## src/rtl/prog_tick_timer.sv

```systemverilog
// Prescaled base-tick generator with a one-shot/periodic down-count timer.
// Optional sticky interrupt output enabled by defining TIMER_STICKY_IRQ_EN.
module prog_tick_timer #(
  parameter int unsigned CLK_HZ  = 50000000,
  parameter int unsigned TICK_HZ = 1000,
  parameter int unsigned CNT_W   = 16
) (
  input  logic             CLKcount,
  input  logic             CLR,
  input  logic             EN,
  input  logic             start,
  input  logic             stop,
  input  logic             mode,
  input  logic [CNT_W-1:0] period,
`ifdef TIMER_STICKY_IRQ_EN
  input  logic             irq_clr,
  output logic             irq,
`endif
  output logic             tick,
  output logic             flagEnable,
  output logic             busy,
  output logic [CNT_W-1:0] countVal
);

  localparam int unsigned PRESCALE = CLK_HZ / TICK_HZ;
  localparam int unsigned PC_W     = $clog2(PRESCALE);
  localparam logic [PC_W-1:0] PC_LAST = PC_W'(PRESCALE - 1);

  localparam logic [0:0] ST_IDLE = 1'b0;
  localparam logic [0:0] ST_RUN  = 1'b1;

  if (((CLK_HZ % TICK_HZ) != 0) || (PRESCALE < 2)) begin : g_cfg_err
    $error("prog_tick_timer: CLK_HZ/TICK_HZ must be an exact integer >= 2");
  end

  logic [0:0]       state_q,  state_d;
  logic [PC_W-1:0]  pc_q,     pc_d;
  logic             tick_q,   tick_d;
  logic             flag_q,   flag_d;
  logic             busy_q,   busy_d;
  logic             mode_q,   mode_d;
  logic [CNT_W-1:0] cnt_q,    cnt_d;
  logic [CNT_W-1:0] reload_q, reload_d;
  logic             stop_run;
  logic             start_ok;

  // stop outranks start, which outranks any expiry in the same cycle
  assign stop_run = stop && (state_q == ST_RUN);
  assign start_ok = start && (period != '0) && !stop_run;

  always_ff @(posedge CLKcount or posedge CLR) begin
    if (CLR) begin
      state_q  <= ST_IDLE;
      pc_q     <= '0;
      tick_q   <= 1'b0;
      flag_q   <= 1'b0;
      busy_q   <= 1'b0;
      mode_q   <= 1'b0;
      cnt_q    <= '0;
      reload_q <= '0;
    end else begin
      state_q  <= state_d;
      pc_q     <= pc_d;
      tick_q   <= tick_d;
      flag_q   <= flag_d;
      busy_q   <= busy_d;
      mode_q   <= mode_d;
      cnt_q    <= cnt_d;
      reload_q <= reload_d;
    end
  end

  always_comb begin
    state_d  = state_q;
    pc_d     = pc_q;
    tick_d   = 1'b0;
    flag_d   = 1'b0;
    busy_d   = busy_q;
    mode_d   = mode_q;
    cnt_d    = cnt_q;
    reload_d = reload_q;

    // an accepted start re-phases the prescaler so the first tick is a full period away
    if (start_ok) begin
      pc_d = '0;
    end else if (EN) begin
      if (pc_q == PC_LAST) begin
        pc_d   = '0;
        tick_d = 1'b1;
      end else begin
        pc_d = pc_q + PC_W'(1);
      end
    end

    if (stop_run) begin
      state_d = ST_IDLE;
      busy_d  = 1'b0;
      cnt_d   = '0;
    end else if (start_ok) begin
      state_d  = ST_RUN;
      busy_d   = 1'b1;
      mode_d   = mode;
      cnt_d    = period;
      reload_d = period;
    end else if ((state_q == ST_RUN) && tick_q) begin
      if (cnt_q > CNT_W'(1)) begin
        cnt_d = cnt_q - CNT_W'(1);
      end else begin
        flag_d = 1'b1;
        if (mode_q) begin
          cnt_d = reload_q;
        end else begin
          cnt_d   = '0;
          busy_d  = 1'b0;
          state_d = ST_IDLE;
        end
      end
    end
  end

`ifdef TIMER_STICKY_IRQ_EN
  logic irq_q, irq_d;

  // a new expiry wins over a coincident clear
  always_comb begin
    irq_d = irq_q;
    if (flag_d) begin
      irq_d = 1'b1;
    end else if (irq_clr) begin
      irq_d = 1'b0;
    end
  end

  always_ff @(posedge CLKcount or posedge CLR) begin
    if (CLR) begin
      irq_q <= 1'b0;
    end else begin
      irq_q <= irq_d;
    end
  end

  assign irq = irq_q;
`endif

  assign tick       = tick_q;
  assign flagEnable = flag_q;
  assign busy       = busy_q;
  assign countVal   = cnt_q;

endmodule

```

## config.mk

```make
export PLATFORM = sky130hd
export DESIGN_NAME = prog_tick_timer
export DESIGN_NICKNAME = d
export VERILOG_FILES = /design/src/rtl/prog_tick_timer.sv
export SDC_FILE = /design/constraint.sdc
export NUM_CORES = 1
export LEC_CHECK = 0
export CORE_MARGIN = 3
export CORE_UTILIZATION = 41
export DETAILED_ROUTE_END_ITERATION = 10
export GPL_TIMING_DRIVEN = 0
export HOLD_SLACK_MARGIN = 0.1
export PLACE_DENSITY = 0.65
export SYNTH_ARGS = -nofsm -noshare
export SYNTH_HDL_FRONTEND = slang
export SYNTH_SLANG_ARGS = --single-unit
```

## constraint.sdc

```tcl
create_clock -name CLKcount -period 1.9 [get_ports CLKcount]
set_input_delay 0.19 -clock CLKcount [delete_from_list [all_inputs] [get_ports CLKcount]]
set_output_delay 0.19 -clock CLKcount [all_outputs]
set_load 0.03 [all_outputs]
```

Word level (Yosys, flattened, before mapping)
Index checks and enable logic that the tools add are counted.
{ "totals": {"mem_bits_rw": 0, "latch_bits": 0, "romBits": 0, "mem_count": 0, "wordCells": 44, "input_bits": 22, "out_inout_bits": 19, "reg_bits": 52} }
{ "classes": {"n_addsub": 2, "order_cmp": 1, "n_eq_ne": 3, "n_reduce_logical": 10, "muxes": 20, "n_bitwise": 1, "n_shift": 0, "div": 0, "multipliers": 0} }
{ "ops": {"columns": ["cell", "count"], "rows": [
  ["2-to-1 mux 16 bit", 8],
  ["adder 16 x 1 -> 16 bit (second input constant)", 1],
  ["equality test 16 bit (second input constant)", 1],
  ["greater-than comparator 16 x 1 -> 1 bit (second input constant)", 1],
  ["nonzero test 16 bit", 1],
  ["subtractor 16 x 1 -> 16 bit (second input constant)", 1],
  ["2-to-1 mux 1 bit", 12],
  ["logical AND 1 bit", 4],
  ["!= test 3 x 1 -> 1 bit (second input constant)", 1],
  ["!= test 3 bit (second input constant)", 1],
  ["AND reduction 3 bit", 1],
  ["nonzero test 3 bit", 1],
  ["AND reduction 2 bit", 1],
  ["nonzero test 2 bit", 1],
  ["logical NOT 1 bit", 1],
  ["inverter 1 bit", 1]
]} }

Longest topological paths before layout
Gate-level depths: netlist of run 1.
{ "logic_depth": {"word_depth": 5, "ltp_mapped": 8, "ltp_nobuf": 7} }

Worst setup path before layout of run 1
No wires, ideal clock.
{ "synth_path": {"path_kind": "register -> register", "from": "register cnt_q[2], in the netlist countVal[2]", "to": "register cnt_q[5], in the netlist countVal[5]", "path_buffers": 1, "stages_incl_launch_ff": 7, "period_less_slack_ns": 2.158, "t_arrival_ns": 2.072, "path_slack_ns": -0.258, "required_time_ns": 1.813, "path_cell_list": "dfrtp_1 -> or4_4 -> nor3_4 -> and2_2 -> buf_6 -> mux2_2 -> o211ai_1"} }
{ "synth_between": {"elab_chain_len": 5, "elab_cells_between_ends": 6, "classes_between": "add/sub: 1; order compare: 1; mux: 4"} }
{ "synth_lines": {"columns": ["element", "line", "rtl"], "rows": [
  ["start, declared", "42", "logic [CNT_W-1:0] cnt_q, cnt_d;"],
  ["start signal, assigned", "68", "cnt_q <= cnt_d;"],
  ["subtractor 16 x 1 -> 16 bit / greater-than comparator 16 x 1 -> 1 bit (equally long branches)", "107, 106", null],
  ["2-to-1 mux 16 bit *", "106", "if (cnt_q > CNT_W'(1)) begin"],
  ["2-to-1 mux 16 bit *", "105", "end else if ((state_q == ST_RUN) && tick_q) begin"],
  ["2-to-1 mux 16 bit *", "99", "end else if (start_ok) begin"],
  ["2-to-1 mux 16 bit *", "95", "if (stop_run) begin"]
]} }
Every way passes the cells marked *; elsewhere a longest branch is shown, timed or not. The select of a mux whose other input is x is not followed.
A chain may end at the register's enable or synchronous reset.

Worst setup path after layout of run 1
{ "layout_path": {"from": "register cnt_q[9], in the netlist countVal[9]", "to": "register cnt_q[5], in the netlist countVal[5]"} }
{ "layout_between": {"elab_chain_len": 5} }
{ "layout_lines": {"columns": ["element", "line"], "rows": [
  ["greater-than comparator 16 x 1 -> 1 bit", "106"],
  ["2-to-1 mux 16 bit", "106"],
  ["2-to-1 mux 16 bit", "105"],
  ["2-to-1 mux 16 bit", "99"],
  ["2-to-1 mux 16 bit", "95"]
]} }
No other way between the ends. The select of a mux whose other input is x is not followed.

==> results of run 1 <==
report_power, final:
group / internal, mW / total (mW) / switching (mW)
clock: 0.392 / 0.781 / 0.388
combinational: 0.425 / 0.932 / 0.507
sequential: 1.21 / 1.32 / 0.110
total: 2.03 / 3.04 / 1.01
cell families after synthesis:
kind of cell    after synthesis  share of synthesized area (%)
fa+ha+maj                     3                           1.30
compound gates               77                           18.2
xor+xnor                     22                           6.69
mux                           2                          0.739
simple gates                148                           24.2
buf+inv                      22                           3.69
flops                        52                           45.2
stage by stage:
step,std cells,setup TNS (ps),instance area [um^2]
2_1_floorplan,326,-871,2900
3_5_place_dp,459,-36960,3430
4_1_cts,487,-831,3870
6_report,497,-286,4100
5_1_grt,497,-1080,4100
3_3_place_gp,458,-67690,3410
per-layer routing:
layer,vias up,GRT usage [%],routed length (um)
met5,-,0,0
li1,1311,-,-
met4,0,4.98,108
met3,9,2.59,485
met1,1406,28.4,3930
met2,83,34.5,4190
worst max-delay path, cell delays in order, from the launching register on:
cell and delay (ps):
dfrtp_2 490, nor4_4 350, o2111a_2 320, and2_4 250, mux2_4 310, o211ai_1 170
state kept, by name, summed over array words and instances, names as in the netlist:
signal	flops
mode_q	1
countVal	16
pc_q	16
tick	1
reload_q	16
flagEnable	1
busy	1
path summary, 6_finish.rpt:
check,start,endpoint,slack (ps),depth (start not counted)
setup / recovery,countVal[9]$_DFFE_PP0P_,countVal[5]$_DFFE_PP0P_,-70,5
hold / removal,CLR,flagEnable$_DFF_PP0_,180,2
setup reg to reg,countVal[9]$_DFFE_PP0P_,countVal[5]$_DFFE_PP0P_,-70,5
hold reg to reg,reload_q[12]$_DFFE_PP0P_,reload_q[12]$_DFFE_PP0P_,490,2
max in group asynchronous,CLR,countVal[2]$_DFFE_PP0P_,1170,3
min in group CLKcount,period[12],reload_q[12]$_DFFE_PP0P_,190,3
timing repair:
item	in CTS	in global routing
pin swaps	19	24
cloned	2	1
setup endpoints to repair	50	42
buffers inserted	19	9
endpoints found under the hold margin	0	0
gates resized for setup	43	38
area by class of cell:
cell class | count | area share, %
plain buffers | 15 | 2.72
flip-flops and latches | 52 | 32.0
repair buffers | 71 | 17.0
multi-input cells | 252 | 42.3
well taps | 93 | 2.84
inverters | 6 | 0.550
clock inverters | 2 | 0.855
clock buffers | 6 | 1.77
synth_stat cells (all sizes together), types with 2 or more instances:
master / number / area (um^2)
nor4: 10 / 75.1
o211ai: 8 / 60.1
and3: 2 / 12.5
nand2b: 2 / 12.5
ha: 3 / 37.5
a21oi: 19 / 95.1
a22oi: 5 / 37.5
a41oi: 2 / 17.5
nor3: 6 / 41.3
dfrtp: 52 / 1300
a21boi: 6 / 45.0
o2111ai: 3 / 26.3
nand4: 6 / 37.5
o31ai: 11 / 82.6
xor2: 12 / 105
nand2: 72 / 270
o21a: 3 / 22.5
nand3b: 3 / 22.5
inv: 6 / 22.5
o21bai: 2 / 15.0
or4: 3 / 26.3
nand4b: 2 / 17.5
xnor2: 10 / 87.6
o21ai: 8 / 40.0
nand3: 5 / 25.0
clkbuf: 12 / 46.3
buf: 4 / 37.5
a31oi: 4 / 25.0
nor2: 33 / 124
==> impl_results.md, run 1 <==
- Status: finished, violations left
- Failing checks: negative setup slack
- Post-DRT Antenna Nets: 0
- Ys async rst share: 100%
- Die Wd: 89.8 um
- Multi-input logic area: 1730 um^2
- Most common cell after layout, fill and taps aside: nand2_1
- Worst clock skew: 11.7 ps
- Num CTS Buffers: 5
- CP Class: register to register
- Post-route DRC: 0
- Port bufs: 39
- HPWL Detailed: 5.53 mm
- CTS tree: built
- GPL Wtd Cong: 0.839
- Worst-Margin Slew: 633 ps
- Die height: 89.8 um
- Overall Global Routing Usage: 20.5%
- Hold_ws: 184 ps
- Most frequent cells in the layout: 70 x nand2_1, 45 x dfrtp_1, 36 x clkdlybuf4s50_1, 28 x nor2_1, 25 x buf_4
- Layout Area Growth over Synthesis: 42.3%
- CP Capture Type: register
- Mapped Cells: 326
- DRT Wirelength: 8.71 mm
- Final setup violation count: 12
- Total die area: 8060 um^2
- First-pass GRT wire length: 13.5 mm
- CP arrival: 2210 ps
- Final min period: 1970 ps
- Maximum vdd drop: 0.000510 V
- First-pass DRT Iterations: 4
- FF/Latch Area: 1310 um^2
- Antenna cells: 0
- Hold WC Path Type: input port to asynchronous set/reset pin
- CTS Hold Bufs: 0
- Mean Syn Cell Area: 8.83 um^2
- Final worst setup slack: -72.5 ps
- Initial Util: 43.8%
- Rows: 29
- Vias: 2,809
- Syn Nets: 351
- Initial antenna violation count: 0
- Root Buffer: clkbuf_8
- H-tree levels: 2
- Vias per inst: 5.65
- Share of cells above drive strength 1: 24.5%
- Worst endpoint required time: 2140 ps
- CTS sink count: 52
- Mapped Area: 2880 um^2
- Pleak: 1.77 nW
- Top_reg_cell synth: dfrtp_1
- Maxcap violations: 0
- Seq/Total Area, Yosys: 45.2%
- Clk slew on worst S/H paths: 100 ps
- DRT iter0 DRCs: 135
- Utilization after layout: 62.4%
- Final Max Slew Viols: 0
- Yosys reg bits: 52
- Clk buf depth: 2
- I/O pin count: 41
- Final hold vios: 0
- Synth warnings: 0
- FILL cells: 539
- Worst slack, placed: -1080 ps
- Post-route clock period utilization: 104%
- Core area: 6570 um^2
- # nets final: 428
- Rel. slew slack: 57.4%
- Critical Path Start Type: register
- Clk_lat worst skew: 310 ps
- Grt ovf: 0
- Pwr Density: 741 nW/um^2
- Overall power: 3.04 mW
- Fmax: 507 MHz
- WL per Instance: 17.5 um
- CP max FO: 6
- RSZ-0062 raised after global routing: yes
- Largest net degree at the start of global routing: 36
- Synth unique cells: 48
- Post-synth EDFFs: 0
- Vias in the first global route: 2,631
No activity file was read; power rests on OpenSTA's default activity.
==> run 2: changes to the inputs <==
ABC_AREA = 1   (was not set)
PLACE_DENSITY = not set   (was 0.65)
==> run 2 against run 1 <==
The run now ends clean. Largest power group is now combinational cells. Synthesized area is 20% higher. Critical endpoint is now countVal[8]$_DFFE_PP0P_. Non-clock buffer count shrank 27. Maximum frequency up 12%. Register-to-register slack better by 210 ps. First-iteration DRC count grew 83%. Critical path type unchanged. Die area is 18% higher. Hold slack improved by 36 ps. Routed wire length rose by 18%.
==> impl_results.md, run 2 <==
- Root Buffer: clkbuf_8
- GPL Wtd Cong: 0.912
- Utilization after layout: 52.9%
- I/O pin count: 41
- Final worst setup slack: 135 ps
- Rows: 32
- Seq/Total Area, Yosys: 37.8%
- Final hold vios: 0
- CP arrival: 1970 ps
- First-pass GRT wire length: 17.2 mm
- Core area: 7930 um^2
- WP buf/inv: 1
- Most frequent cells after synthesis: 209 x nand2_1, 61 x nor2_1, 56 x nand3_1
- First-pass DRT Iterations: 5
- Pleak: 2.10 nW
- Clk buf depth: 2
- FILL cells: 812
- # nets final: 603
- Layout Area Growth over Synthesis: 21.7%
- Mapped Area: 3450 um^2
- CTS tree: built
- Hold_ws: 220 ps
- Maximum vdd drop: 0.000374 V
- Yosys reg bits: 52
- Post-synth top area share: 37.8%
- Cell family with most CP delay: simple AND/OR/NAND/NOR gates
- Hold WC Path Type: input port to asynchronous set/reset pin
- Crit-path slowest cell: dfrtp_1
- Fmax: 567 MHz
- Clk_lat worst skew: 310 ps
- Post-synth EDFFs: 0
- Vias in the first global route: 3,233
- Ys async rst share: 100%
- CP Capture Type: register
- Overall power: 3.69 mW
- Largest net degree at the start of global routing: 32
- Synth unique cells: 32
- Final min period: 1760 ps
- Total die area: 9540 um^2
- Pwr Density: 879 nW/um^2
- DRT Wirelength: 10.3 mm
- Post-DRT Antenna Nets: 0
- Worst-Margin Slew: 569 ps
- Post-DP Area: 3990 um^2
- FF/Latch Area: 1300 um^2
- Vias per inst: 5.15
- Worst slack, placed: -150 ps
- HPWL Detailed: 7.88 mm
- Most common cell in the netlist: nand2_1
- Maxcap violations: 0
- Worst endpoint required time: 2100 ps
- H-tree levels: 2
- Vias: 3,508
- WL per Instance: 15.1 um
- Final setup violation count: 0
- Port bufs: 40
- CTS sink count: 52
- Antenna cells: 0
- Inst Count DP: 669
- Most frequent cells in the layout: 209 x nand2_1, 56 x nor2_1, 56 x nand3_1, 51 x dfrtp_1, 44 x inv_1
- Share of cells above drive strength 1: 9.67%
- RSZ-0062 raised after global routing: no
- Final Max Slew Viols: 0
- Area contributors post-synth: dfrtp_1 38%, nand2_1 23%, nand3_1 8.1%
- CP max FO: 10
- Post-route DRC: 0
- Setup TNS: 0 ps
- Syn Nets: 551
- Top_reg_cell synth: dfrtp_1
- Initial antenna violation count: 0
- Grt ovf: 0
- DRT iter0 DRCs: 247
- Final Non-Filler Cells: 681
- Num CTS Buffers: 5
- Crit path largest cell delay: 420 ps
- Mean Syn Cell Area: 6.55 um^2
- Multi-input logic area: 1920 um^2
- Mapped Cells: 526
- Die Wd: 97.7 um
- Final Cell Area: 4190 um^2
- CP Class: register to register
- Worst clock skew: 11.8 ps
- Post-route clock period utilization: 92.9%
- Clk slew on worst S/H paths: 110 ps
- Synth warnings: 0
- Most common cell after layout, fill and taps aside: nand2_1
- Area leader, netlist: dfrtp_1
- CP cell instances: inv_1 -> ha_4 -> nand2_1 -> nor2_1 -> nand2_1 -> nand2_4 -> nand2_1 -> nand3_1 -> nand2_1 -> nand2_1 -> nand2_1
- Rel. slew slack: 62.1%
- Initial Util: 43.5%
- Status: finished, final reports clean
- Critical Path Start Type: register
- Die height: 97.7 um
- Overall Global Routing Usage: 22.2%
- CP dominant cell by count: nand2_1
[run 2: cell types whose count changed after synthesis, sizes merged, moves of 11 or more]
cell,previous run,this run
o31ai,11,0
nand2,72,213
o21ai,8,23
nor2,33,66
nand3,5,58
inv,6,52
a21oi,19,4
[run 2: metal layers]
layer	share of wire, %	vias up	track usage (%)
li1	-	1773	-
met1	51	1623	35.2
met2	42	105	31.5
met3	6.3	7	3.73
met4	0.79	0	4.47
met5	0	-	0
[run 2: logic make-up after synthesis]
logic type | synth area share (%)
simple gates | 46.2
fa+ha+maj | 1.09
compound gates | 4.68
buf+inv | 8.02
xor+xnor | 2.29
flops | 37.8
[run 2: area by class of cell]
| cell class | count | share of cell area (%) |
|---|---|---|
| Multi-Input combinational cell | 408 | 45.8 |
| Sequential cell | 52 | 31.1 |
| Timing Repair Buffer | 46 | 11.2 |
| Inverter | 52 | 4.72 |
| Tap cell | 102 | 3.04 |
| Clock buffer | 6 | 1.97 |
| Buffer | 13 | 1.82 |
| Clock inverter | 2 | 0.328 |
[run 2: worst paths after layout]
kind / start / end / slack [ps] / depth (start not counted)
min in group CLKcount: mode / mode_q$_DFFE_PP0P_ / 450 / 3
worst max register to register: countVal[0]$_DFFE_PP0P_ / countVal[8]$_DFFE_PP0P_ / 140 / 11
worst max-delay path: countVal[0]$_DFFE_PP0P_ / countVal[8]$_DFFE_PP0P_ / 140 / 11
worst min register to register: reload_q[9]$_DFFE_PP0P_ / reload_q[9]$_DFFE_PP0P_ / 490 / 2
worst min-delay path: CLR / pc_q[3]$_DFFE_PP0P_ / 220 / 2
max in group asynchronous: CLR / countVal[11]$_DFFE_PP0P_ / 1110 / 3
[run 2: where the power goes]
part | switching (mW) | internal, mW | total [mW]
registers | 0.177 | 1.24 | 1.42
logic | 0.994 | 0.572 | 1.57
clock network | 0.403 | 0.299 | 0.702
total | 1.57 | 2.11 | 3.69
[run 2: what timing repair did]
action | in CTS | in global routing
gates resized for setup | 2 | 13
buffers inserted | 1 | 4
gates cloned | 0 | 0
pin swaps | 1 | 1
hold buffers | 0 | 0
setup endpoints to repair | 9 | 21
